## src/rtl/fifo_stream_pkg.sv

```systemverilog
// ---------------------------------------------------------------------------
// fifo_stream_pkg
//
// Shared definitions for the FIFO-to-stream reader:
//   SKID_DEPTH  - number of words the skid buffer can hold
//   buf_cnt_t   - occupancy count of the skid buffer (0..SKID_DEPTH)
//   occupancy() - buffered words plus the word still in flight from the FIFO
// ---------------------------------------------------------------------------
package fifo_stream_pkg;

    localparam int SKID_DEPTH = 2;

    typedef logic [1:0] buf_cnt_t;

    // Everything the reader has claimed: what sits in the buffer plus the
    // word requested last cycle that is returning on fifo_q_i this cycle.
    function automatic logic [2:0] occupancy(input buf_cnt_t cnt, input logic inflight);
        return {1'b0, cnt} + {2'b00, inflight};
    endfunction

endpackage

```

## src/rtl/stream_skid_buf.sv

```systemverilog
// ---------------------------------------------------------------------------
// stream_skid_buf
//
// Two-entry in-order buffer between the FIFO read port and the stream
// output. Entry slot0 is always the head, so rdata needs no read mux.
//
// Ports:
//   clk_i  - clock, rising edge
//   rst_i  - asynchronous active-high reset, empties and zeroes the buffer
//   clr    - synchronous discard of all buffered words
//   wr     - write wdata at the tail this cycle
//   wdata  - word to write
//   rd     - remove the head entry this cycle
//   rdata  - head entry
//   cnt    - number of valid entries (0..2)
// ---------------------------------------------------------------------------
module stream_skid_buf
    import fifo_stream_pkg::*;
#(
    parameter int DWIDTH = 8
)
(
    input  logic              clk_i,
    input  logic              rst_i,
    input  logic              clr,
    input  logic              wr,
    input  logic [DWIDTH-1:0] wdata,
    input  logic              rd,
    output logic [DWIDTH-1:0] rdata,
    output logic [1:0]        cnt
);

    localparam buf_cnt_t FULL = buf_cnt_t'(SKID_DEPTH);

    logic [DWIDTH-1:0] slot0_q, slot1_q;
    logic [DWIDTH-1:0] slot0_n, slot1_n;
    buf_cnt_t          cnt_q, cnt_n;
    logic              rd_ok, wr_ok;

    // A read of an empty buffer is ignored, and a write into a full buffer
    // is only accepted when the head leaves in the same cycle, so the
    // buffer can never overflow even if the caller misbehaves.
    assign rd_ok = rd && (cnt_q != '0);
    assign wr_ok = wr && ((cnt_q != FULL) || rd_ok);

    // Next-state: slot0 is the head. A pop shifts slot1 forward; a write
    // lands in the first free slot after any shift, which keeps order.
    always_comb begin
        slot0_n = slot0_q;
        slot1_n = slot1_q;
        cnt_n   = cnt_q;
        if (clr) begin
            cnt_n = '0;
        end else begin
            case ({wr_ok, rd_ok})
                2'b10: begin
                    if (cnt_q == '0) begin
                        slot0_n = wdata;
                    end else begin
                        slot1_n = wdata;
                    end
                    cnt_n = cnt_q + 2'd1;
                end
                2'b01: begin
                    slot0_n = slot1_q;
                    cnt_n   = cnt_q - 2'd1;
                end
                2'b11: begin
                    if (cnt_q == 2'd1) begin
                        slot0_n = wdata;
                    end else begin
                        slot0_n = slot1_q;
                        slot1_n = wdata;
                    end
                end
                default: begin
                end
            endcase
        end
    end

    always_ff @(posedge clk_i or posedge rst_i) begin
        if (rst_i) begin
            slot0_q <= '0;
            slot1_q <= '0;
            cnt_q   <= '0;
        end else begin
            slot0_q <= slot0_n;
            slot1_q <= slot1_n;
            cnt_q   <= cnt_n;
        end
    end

    assign rdata = slot0_q;
    assign cnt   = cnt_q;

endmodule

```

## src/rtl/fifo_stream_reader.sv

```systemverilog
// ---------------------------------------------------------------------------
// fifo_stream_reader
//
// Turns a SHOWAHEAD="OFF" FIFO read port (data one cycle after rdreq) into a
// valid/ready stream. A two-entry skid buffer absorbs the read latency so the
// stream runs at one word per cycle while ready_i stays high, and valid_o /
// data_o come straight from registers (no combinational path from ready_i).
//
// Ports:
//   clk_i         - clock, rising edge
//   rst_i         - asynchronous active-high reset
//   fifo_rdreq_o  - read request to the FIFO (combinational)
//   fifo_q_i      - FIFO read data, valid one cycle after fifo_rdreq_o
//   fifo_empty_i  - FIFO empty flag
//   fifo_usedw_i  - FIFO fill level
//   valid_o       - stream word available
//   data_o        - stream word (head of the skid buffer)
//   ready_i       - sink accepts the word
//   flush_i       - discard buffered and in-flight words
//   level_o       - unregistered copy of fifo_usedw_i
//   xfer_cnt_o    - number of completed stream transfers, wraps
// ---------------------------------------------------------------------------
module fifo_stream_reader
    import fifo_stream_pkg::*;
#(
    parameter int DWIDTH = 8,
    parameter int AWIDTH = 4,
    parameter int CWIDTH = 16
)
(
    input  logic              clk_i,
    input  logic              rst_i,
    output logic              fifo_rdreq_o,
    input  logic [DWIDTH-1:0] fifo_q_i,
    input  logic              fifo_empty_i,
    input  logic [AWIDTH-1:0] fifo_usedw_i,
    output logic              valid_o,
    output logic [DWIDTH-1:0] data_o,
    input  logic              ready_i,
    input  logic              flush_i,
    output logic [AWIDTH-1:0] level_o,
    output logic [CWIDTH-1:0] xfer_cnt_o
);

    buf_cnt_t          buf_cnt;
    logic              inflight;
    logic              armed;
    logic              pop;
    logic              buf_wr;
    logic [2:0]        occ;
    logic [2:0]        occ_after_pop;
    logic [CWIDTH-1:0] xfer_cnt_q;
    logic [1:0]        skid_cnt;

    // A transfer happens on valid && ready; a flush cancels it so the word
    // is discarded rather than counted as delivered.
    assign pop = valid_o && ready_i && !flush_i;

    // The returning word is written unless a flush throws it away.
    assign buf_wr = inflight && !flush_i;

    // Credit check: after this cycle's pop, everything already claimed
    // (buffered + in flight) must leave room for one more word.
    assign occ           = occupancy(buf_cnt, inflight);
    assign occ_after_pop = occ - {2'b00, pop};

    // 'armed' is cleared by reset and set on the first edge afterwards, so
    // no request can appear between reset release and that edge, and the
    // request is forced low asynchronously while reset is held.
    assign fifo_rdreq_o = armed && !fifo_empty_i && !flush_i &&
                          (occ_after_pop < 3'(SKID_DEPTH));

    stream_skid_buf #(
        .DWIDTH (DWIDTH)
    ) u_skid (
        .clk_i  (clk_i),
        .rst_i  (rst_i),
        .clr    (flush_i),
        .wr     (buf_wr),
        .wdata  (fifo_q_i),
        .rd     (pop),
        .rdata  (data_o),
        .cnt    (skid_cnt)
    );

    assign buf_cnt = buf_cnt_t'(skid_cnt);
    assign valid_o = (buf_cnt != '0);

    // Request tracking and transfer counting. inflight mirrors last cycle's
    // request, which is exactly when fifo_q_i carries the requested word.
    always_ff @(posedge clk_i or posedge rst_i) begin
        if (rst_i) begin
            armed      <= 1'b0;
            inflight   <= 1'b0;
            xfer_cnt_q <= '0;
        end else begin
            armed    <= 1'b1;
            inflight <= fifo_rdreq_o;
            if (pop) begin
                xfer_cnt_q <= xfer_cnt_q + 1'b1;
            end
        end
    end

    assign xfer_cnt_o = xfer_cnt_q;
    assign level_o    = fifo_usedw_i;

endmodule
```

## config.mk

```make
export PLATFORM = sky130hd
export DESIGN_NAME = fifo_stream_reader
export DESIGN_NICKNAME = d
export VERILOG_FILES = /design/src/rtl/fifo_stream_pkg.sv /design/src/rtl/stream_skid_buf.sv /design/src/rtl/fifo_stream_reader.sv
export SDC_FILE = /design/constraint.sdc
export NUM_CORES = 1
export LEC_CHECK = 0
export CAP_MARGIN = 25
export CORE_ASPECT_RATIO = 1.2
export CORE_MARGIN = 2
export CORE_UTILIZATION = 35
export CTS_CLUSTER_DIAMETER = 120
export DETAILED_ROUTE_END_ITERATION = 10
export PLACE_DENSITY = 0.72
export REMOVE_ABC_BUFFERS = 1
export SYNTH_ARGS = -nofsm -noshare
export SYNTH_HDL_FRONTEND = slang
export SYNTH_SLANG_ARGS = --single-unit
```

## constraint.sdc

```tcl
create_clock -name clk_i -period 8.7 [get_ports clk_i]
set_clock_uncertainty 0.2 [all_clocks]
set_input_delay 2.175 -clock clk_i [delete_from_list [all_inputs] [get_ports clk_i]]
set_output_delay 2.175 -clock clk_i [all_outputs]
set_load 0.005 [all_outputs]
```

==> qor.txt <==
Initial antenna violation count: 0
Tmin final: 7.49 ns
Met3 WL: 153 um
Synth Cell Area: 1740 sq um
Slew HR: 52.3%
GRT Util Overall: 12.2%
Power density over cell area: 269 nW/um^2
Via count of the first global-routing pass: 1095
Synth Area in Adders: 4.75%
Post-synthesis mux area share: 11.0%
Async set-reset flop share out of synthesis: 100%
Status: completed
Commonest cells post-synth: dfrtp_1, xnor2_1, nor2_1
Number of clock sinks: 36
Global-route wire length before repair: 4990 um
CTS tree: done
RSZ-0062 raised after global routing: no
Clock Latency Late Sink: 0.28 ns
Max cap viols: 0
Area occupied by multi-input gates: 764 sq um
Cell taking the most area after synthesis: dfrtp_1
Initial Util: 35.7%
Synth top area share: 51.8%
Post-Syn Instances: 147
Setup crit start kind: input port
Most common cell in the netlist: dfrtp_1
Starting DRT DRC Count: 29
Tightest Hold Check Type: flop to flop
Fin worst setup slack: 1.21 ns
WS Path Type: input port to primary output
Dpl ws: 1.18 ns
Gpl congestion: 0.805
Arrival @ worst endpoint: 5.12 ns
Leakage dissipation: 1.03 nW
Fillers: 458
Number of synthesized flops with an enable pin: 0
Tcrit/Tclk final: 86.1%
Wl on met1: 1370 um
Largest family of logic cells by synthesized area: simple AND/OR/NAND/NOR gates
Core area: 4870 sq um
Number of diodes: 0
PostCTS Resize Cnt: 0
Max Slew Vio Count: 0
Detailed-route wire length: 3050 um
#FFs+latches synth: 36
Die area: 5550 sq um
DP Wirelength: 2180 um
Post-synthesis sequential area ratio: 51.8%
Post-CTS setup buffer count: 0
Pre-Repair DR Iteration Count: 4
Simple-gate share of the synthesized area: 14.2%
Setup violators final: 0
Met2 WL: 1490 um
Fin nets: 208
Worst-path clk slew: 0.07 ns
Clock Tree Buf Depth: 2
Via density: 4.76
Synth cell types: 31
Register area: 901 sq um
Post-Route Setup TNS: 0 ns
Die Ht: 81.2 um
Main synth FF type: dfrtp_1
CTS buffer count: 5
Top cells by area, synth: dfrtp_1, xnor2_1, mux2_2
Synth Area in Compound Gates: 5.18%
Synth warn: 0
Wire per inst: 12.4 um
Worst-Margin Slew: 0.716 ns
Avg Cell Area, Syn: 11.8 sq um
Uppermost layer routed: met4
Die span in x: 68.4 um
DRT antenna net count: 0
Worst Path Max Fanout: 8
Crit path required time: 6.33 ns
VDD IR max: 0.119 mV
Root buffer cell: clkbuf_8
Via count: 1171
Remaining DRCs: 0
XOR/XNOR share of the synthesized area: 8.56%
Pin count of the biggest net entering global routing: 37
Cts hold-fix bufs: 0
Worst hold margin: 0.280 ns
Io pins: 47
Area Growth Syn to Fin: 29.6%
Max frequency: 134 MHz
Design Power: 0.605 mW
GR Overflow Total: 0
H-tree depth: 2
PortBufs: 38
Critical Path End Type: primary output
Hold Violations, Final: 0
Share of cells above drive strength 1: 12.4%
FP Rows: 28
-- sequential cells by signal, summed over array words and instances, names as in the netlist --
register        cells
u_skid.cnt          2
armed               1
u_skid.rdata        8
inflight            1
u_skid.slot1_q      8
xfer_cnt_o         16
-- layout by cell type (no fill, tap or decap), drive strengths merged --
master	instances
a211oi	2
a21oi	10
a31oi	1
and3	3
and4	2
buf	1
bufinv	1
clkbuf	6
clkdlybuf4s50	38
clkinv	1
conb	1
dfrtp	36
fa	1
ha	5
inv	5
mux2	9
mux2i	9
nand2	9
nand2b	3
nand3	4
nand3b	1
nand4	5
nor2	11
nor3	1
nor3b	1
nor4	2
o2111ai	1
xnor2	12
xor2	5
-- worst paths after layout --
kind / slack [ns] / cells after the start / from / to
min in group asynchronous: 2.10 / 3 / rst_i / xfer_cnt_o[8]
setup reg to reg: 5.89 / 8 / u_skid.cnt[1] / inflight
hold reg to reg: 0.28 / 1 / xfer_cnt_o[15] / xfer_cnt_o[15]
hold / removal: 0.28 / 1 / xfer_cnt_o[15] / xfer_cnt_o[15]
setup / recovery: 1.21 / 8 / flush_i / fifo_rdreq_o
max in group asynchronous: 5.88 / 3 / rst_i / armed
-- through the flow --
step,instance area (sq um),util (%),cells
finish,2250,46.3,246
CTS,2250,46.3,246
detailed placement,2150,44.1,238
global placement,2150,44.1,238
global route,2250,46.3,246
floorplan,1680,-,139
-- kinds of logic after synthesis --
| group | Yosys count |
|---|---|
| and+or+nand+nor | 42 |
| DFF | 36 |
| muxes | 18 |
| xor gates and xnor gates | 17 |
| AOI/OAI and AO/OA | 14 |
| buffers and inverters | 13 |
| adders and majority gates | 6 |
| other | 1 |
-- worst max-delay path, cell delays in order --
cell and delay (ns):
clkdlybuf4s50_1 0.62, nor3b_4 0.45, ha_1 0.30, nand2b_1 0.15, fa_1 0.49, nand2_1 0.05
nor4_1 0.30, clkdlybuf4s50_1 0.57
-- area by class of cell --
type | count | share of cell area [%]
Sequential cell | 36 | 40.0
Timing Repair Buffer | 39 | 17.2
Inverter | 5 | 0.832
Tap cell | 60 | 3.33
Clock buffer | 6 | 3.22
Multi-Input combinational cell | 98 | 33.9
Clock inverter | 2 | 1.55
-- where the power goes --
group / leakage, nW / internal, mW / switching (mW)
combinational: 0.508 / 0.123 / 0.0902
clock: 0.0552 / 0.0850 / 0.0560
sequential: 0.464 / 0.215 / 0.0364
total: 1.03 / 0.423 / 0.183
-- layer usage --
layer  global-route usage (%)  vias to the layer above
met2                     19.7                       30
met4                     6.60                        0
met3                     3.19                        5
met5                        0                        -
met1                     14.7                      562
li1                         -                      574
Power figures use the tool's default switching activity.
